[src/rtl/mux2x1_rr_arbiter.sv]
// mux2x1_rr_arbiter: round-robin owner of a 2:1 stream mux.
// It holds a grant per packet and bounds the burst length while the other side waits.
module mux2x1_rr_arbiter #(
    parameter int WIDTH     = 8,
    parameter int MAX_BURST = 4
) (
    input  logic             clk,
    input  logic             rst_n,
    input  logic             req0,
    input  logic [WIDTH-1:0] data0,
    input  logic             last0,
    output logic             gnt0,
    input  logic             req1,
    input  logic [WIDTH-1:0] data1,
    input  logic             last1,
    output logic             gnt1,
    output logic             out_valid,
    output logic [WIDTH-1:0] out_data,
    input  logic             out_ready,
    output logic             sel,
    output logic             busy
);
    localparam int CW = $clog2(MAX_BURST + 1);
    localparam logic [CW-1:0] MAXC = CW'(MAX_BURST);

    typedef enum logic [1:0] {IDLE, OWN0, OWN1} state_t;

    state_t        r_state, w_state_nxt;
    logic          r_sel, w_sel_nxt;
    logic          r_rr_last, w_rr_last_nxt;
    logic [CW-1:0] r_beat_cnt, w_beat_cnt_nxt, w_cnt_inc;
    logic          w_own, w_req_own, w_req_oth, w_last_own, w_xfer, w_release;

    assign w_own      = r_state == OWN1;
    assign w_req_own  = w_own ? req1 : req0;
    assign w_req_oth  = w_own ? req0 : req1;
    assign w_last_own = w_own ? last1 : last0;
    assign busy       = r_state != IDLE;
    assign sel        = r_sel;
    assign out_valid  = busy & w_req_own;
    assign w_xfer     = out_valid & out_ready;
    assign gnt0       = w_xfer & (r_state == OWN0);
    assign gnt1       = w_xfer & w_own;
    assign out_data   = busy ? (r_sel ? data1 : data0) : '0;
    // The count saturates so an uncontested long packet never wraps it.
    assign w_cnt_inc  = (r_beat_cnt == MAXC) ? MAXC : r_beat_cnt + 1'b1;
    assign w_release  = busy & ((w_xfer & w_last_own)
                              | (w_xfer & (w_cnt_inc == MAXC) & w_req_oth)
                              | ~w_req_own);

    always_comb begin
        w_state_nxt    = r_state;
        w_sel_nxt      = r_sel;
        w_rr_last_nxt  = r_rr_last;
        w_beat_cnt_nxt = r_beat_cnt;
        if (!busy) begin
            if (req0 | req1) begin
                w_sel_nxt   = (req0 & req1) ? ~r_rr_last : req1;
                w_state_nxt = w_sel_nxt ? OWN1 : OWN0;
            end
        end else if (w_release) begin
            w_rr_last_nxt  = w_own;
            w_beat_cnt_nxt = '0;
            if (w_req_oth) begin
                w_sel_nxt   = ~w_own;
                w_state_nxt = w_own ? OWN0 : OWN1;
            end else begin
                w_state_nxt = IDLE;
            end
        end else if (w_xfer) begin
            w_beat_cnt_nxt = w_cnt_inc;
        end
    end

    always_ff @(posedge clk or negedge rst_n) begin
        if (!rst_n) begin
            r_state    <= IDLE;
            r_sel      <= 1'b0;
            r_rr_last  <= 1'b1;
            r_beat_cnt <= '0;
        end else begin
            r_state    <= w_state_nxt;
            r_sel      <= w_sel_nxt;
            r_rr_last  <= w_rr_last_nxt;
            r_beat_cnt <= w_beat_cnt_nxt;
        end
    end
endmodule

[config.mk]
export PLATFORM = sky130hd
export DESIGN_NAME = mux2x1_rr_arbiter
export DESIGN_NICKNAME = d
export VERILOG_FILES = /design/src/rtl/mux2x1_rr_arbiter.sv
export SDC_FILE = /design/constraint.sdc
export NUM_CORES = 1
export LEC_CHECK = 0
export ABC_AREA = 0
export CAP_MARGIN = 20
export CORE_AREA = 4 4 45 47
export DETAILED_ROUTE_END_ITERATION = 16
export DIE_AREA = 0 0 49 51
export GPL_ROUTABILITY_DRIVEN = 0
export PLACE_DENSITY = 0.78
export SLEW_MARGIN = 20
export SYNTH_ARGS = -nofsm -noshare
export SYNTH_HDL_FRONTEND = slang
export SYNTH_SLANG_ARGS = --single-unit
[constraint.sdc]
create_clock -name clk -period 3.25 [get_ports clk]
set_clock_uncertainty 0.2 [all_clocks]
set_input_delay 0.65 -clock clk [delete_from_list [all_inputs] [get_ports clk]]
set_output_delay 0.65 -clock clk [all_outputs]
set_load 0.02 [all_outputs]
Word-level counts from Yosys, hierarchy flattened
Index checks and enable logic that the tools add are counted.
W data, S select, Z words.

word-level totals
  register bits = 7
  latch bits = 0
  bits in writable memories = 0
  ROM bits = 0
  output and inout port bits = 13
  memories kept = 0

operators by class
  $add $sub $neg = 1
  multipliers = 0
  div/mod/pow operators = 0
  order comparisons = 0
  eq/ne operators = 6
  shift operators = 0
  mux-type cells = 19
  bitwise logic cells = 15
  reduce and logical (&&, ||, !) cells = 7

operators with widths
  kind                   number
  $mux W8                2
  $mux W2                6
  $and A1 B1 Y1          9
  $mux W3                3
  $mux W1                8
  $eq A3 B3 Y1 const B   2
  $reduce_and A2 Y1      3
  $reduce_bool A2 Y1     3
  $ne A2 B1 Y1 const B   2
  $add A3 B1 Y3 const B  1
  $not A1 Y1             3
  $or A1 B1 Y1           3
  $reduce_and A3 Y1      1
  $eq A2 B1 Y1 const B   1
  $eq A2 B2 Y1 const B   1

Longest topological paths before layout
  depth in word-level cells = 11
  depth in mapped cells = 7

Worst setup path after synthesis
OpenSTA, ideal clock, no wires.

  path type = flip-flop to output port
  from = reg r_sel, in the netlist sel
  to = out out_data[0]
  data arrival time = 1.278 ns
  path slack = 1.122 ns
  stages on the path, launching flop included = 4
  path through = dfrtp_1 > clkbuf_1 > mux2i_1 > nor2_1

between the ends
  cells in the longest elaborated chain, start to end = 2

ends and longest elaborated chain
  item                    line  RTL
  start, declared         29    logic r_sel, w_sel_nxt;
  start signal, assigned  83    r_sel <= w_sel_nxt;
  $mux W8 (2 in series)   44    assign out_data = busy ? (r_sel ? data1 : data0) : '0;
  end, declared           18    output logic [WIDTH-1:0] out_data,

Every way passes these cells.

Worst setup path after layout
  from = in req0
  to = out gnt0

between the ends
  cells in the longest elaborated chain, start to end = 4

ends and longest elaborated chain
  item             line  RTL
  start, declared  9     input logic req0,
  $mux W1          35    assign w_req_own = w_own ? req1 : req0;
  $and A1 B1 Y1    40    assign out_valid = busy & w_req_own;
  $and A1 B1 Y1    41    assign w_xfer = out_valid & out_ready;
  $and A1 B1 Y1    42    assign gnt0 = w_xfer & (r_state == OWN0);
  end, declared    12    output logic gnt0,

Every way passes these cells.

==> impl_metrics.tcl <==
set metrics [dict create \
    status "finished clean" \
    fp.dieH_um 51 \
    synth_compound_area_share_pct 19.4 \
    finalHoldViolations 0 \
    synthMuxAreaShare_pct 17.7 \
    multiInputGateArea_um2 387 \
    die_area_um2 2500 \
    worst_ep_required_time_ps 2400 \
    rsz0062_at_grt "no" \
    cts_buffers 3 \
    cts_hold_buf 0 \
    fmax_mhz 346 \
    hp-start "r_state[1]$_DFFE_PN0P_" \
    async_reset_ff_share_pct 100 \
    seq_area_um2 176 \
    gr-total-overflow 0 \
    ys_seq_elements 7 \
    drc 0 \
    grt_pass1_vias 670 \
    antenna_found_initial 0 \
    maxCapViolCount 0 \
    synth_area_um2 594 \
    cts_tree "built" \
    ys_types 29 \
    p_leak_uw 0.000432 \
    yosys.area.top_type "dfrtp_1" \
    power.density_nw_per_um2 846 \
    syn_nets 93 \
    rows 15 \
    ys.flop_type "dfrtp_1" \
    vias_per_cell 5.22 \
    crit_type "in -> out" \
    synth_warnings 0 \
    grt_pass1_wl_um 2760 \
    max_slew.worst_pin.slew_ps 658 \
    port_buffers 35 \
    ios 36 \
    cts_resized 0 \
    post_cts_buffers 0 \
    htreeDepth 1 \
    reg2reg_slack_ps 1250 \
    endpoint_kind "output port" \
    setup_violations 0 \
    syn2layout_area_growth_pct 65.7 \
    synth_seq_area_share_pct 29.7 \
    insertion_delay_ps 240 \
    synth-adder-area-share_pct 4.21 \
    globalRouteTotalUtil_pct 14.0 \
    fin_crit_ps 2890 \
    num-nets-final 131 \
    hp-class "reg -> reg" \
    clockBufferDepth 2 \
    wl_per_cell_um 13.5 \
    synth_cells 68 \
    initial_core_util_pct 36.0 \
    fin_crit_sh_pct 89.0 \
    hold_depth 1 \
    dr.pass1.iters 4 \
    crit_arrival_ps 2040 \
    routed-wl-met3_um 44 \
    r2r_start "r_beat_cnt[0]$_DFFE_PN0P_" \
    routed_wl_um 1640 \
    rr_endpoint "sel$_DFFE_PN0P_" \
    max_slew_margin_pct 56.0 \
    drt_iter0_drc 7 \
    slew_violations 0 \
    min_to "r_state[1]$_DFFE_PN0P_" \
    top_layer_used "met4" \
    synth_top_family_by_area "simple AND/OR/NAND/NOR gates" \
    tns_ps 0 \
    synthTopCellsByCount "mux2i_1 (9), nor2_1 (9), dfrtp_1 (6), inv_1 (6)" \
    die_x_um 49 \
    met1_length_um 705 \
    synth_area_leaders "dfrtp_1 (25%), mux2i_1 (15%), nor2_1 (5.7%)" \
    peakVddDrop_mv 0.367 \
    synth-edff-count 0 \
    met2WireLength_um 877 \
    n_antenna_cell 0 \
    ant_nets 0 \
    critPathLaunchType "input port" \
    yosys.area_share.simple_pct 22.3 \
    clock-sinks 7 \
    fillers 156 \
    coreArea_um2 1650 \
    dp_hpwl_um 1380 \
    clkSlewWorstSetupHoldPaths_ps 60 \
    critPathMaxFanout 7 \
    synth_xor_area_share_pct 1.47 \
    reg2reg_depth 6 \
    holdWs_ps 385 \
    drive_gt1_share_pct 8.57 \
    syn_avg_cell_area_um2 8.74 \
    cts-root-buf "clkbuf_4" \
    vias 637 \
    synth_top_area_share_pct 25.3 \
    grt_max_degree 11 \
]
[critical path, cell delays in order]
cell,delay [ps]
clkdlybuf4s50_1,570
and4_1,210
clkdlybuf4s50_1,610
[state kept, by name, indices dropped and copies added, names as in the netlist]
register	cells
r_rr_last	1
r_state	2
sel	1
r_beat_cnt	3
[layout make-up]
| class | count | area share [%] |
|---|---|---|
| clock buffer | 3 | 2.29 |
| clock inverter | 1 | 0.508 |
| inverter | 6 | 2.29 |
| multi-input combinational | 53 | 39.3 |
| sequential | 7 | 17.9 |
| tap | 17 | 2.16 |
| timing repair buffer | 35 | 35.6 |
[power breakdown]
| group | total, uW | internal (uW) | switching (uW) | leakage (uW) |
|---|---|---|---|---|
| Combinational | 564 | 288 | 276 | 0.000327 |
| Clock | 76.4 | 44.9 | 31.5 | 0.0000177 |
| Sequential | 193 | 129 | 63.9 | 0.0000878 |
| Total | 833 | 462 | 371 | 0.000432 |
[how the worst max path moves through the flow]
stage	startpoint	end
2_1_floorplan	sel$_DFFE_PN0P_	out_data[0]
3_3_place_gp	req0	gnt0
3_5_place_dp	req0	gnt0
4_1_cts	req0	gnt0
5_1_grt	r_state[0]$_DFFE_PN0P_	out_data[1]
6_report	req0	gnt0
[through the flow]
| step | cells | setup slack [ps] | total power [uW] | utilization, % | area (um2) |
|---|---|---|---|---|---|
| 6_report | 122 | 359 | 833 | 59.6 | 985 |
| 5_1_grt | 122 | 275 | 897 | 59.6 | 985 |
| 4_1_cts | 122 | 351 | 843 | 59.6 | 985 |
| 3_5_place_dp | 118 | 350 | 762 | 58.0 | 957 |
| 3_3_place_gp | 118 | 357 | 753 | 58.0 | 957 |
| 2_1_floorplan | 68 | 1120 | 538 | - | 594 |
[layout by cell type, fill, tap and decap left out, drive strengths merged]
cell type      synthesis  routed
and3                   1       1
o21a                   1       1
nand2b                 4       4
dfrtp                  6       6
mux2                   1       1
a32o                   1       1
nand4                  2       2
a22o                   2       2
o21ai                  5       5
and2                   1       1
nor2b                  1       1
nand4bb                1       1
a31o                   2       2
inv                    6       6
o31a                   1       1
clkdlybuf4s50          0      35
o2bb2ai                2       2
clkinv                 0       1
clkbuf                 1       3
nand2                  4       4
and4                   1       1
nor2                   9       9
xnor2                  1       1
dfstp                  1       1
mux2i                  9       9
ha                     2       2
a21oi                  2       2
[layer usage]
metal / vias to the layer above / track usage, %
met5: - / 0
met4: 0 / 6.73
met3: 2 / 1.17
met2: 11 / 26.3
met1: 307 / 15.6
li1: 317 / -
[kinds of logic (layout without fill, tap and decap cells)]
family,after synthesis,after routing
and+or+nand+nor,24,24
AOI/OAI and AO/OA,16,16
muxes,10,10
buffers and inverters,8,45
DFF,7,7
adders and majority gates,2,2
xor gates and xnor gates,1,1
(Power assumes the default switching activity.)
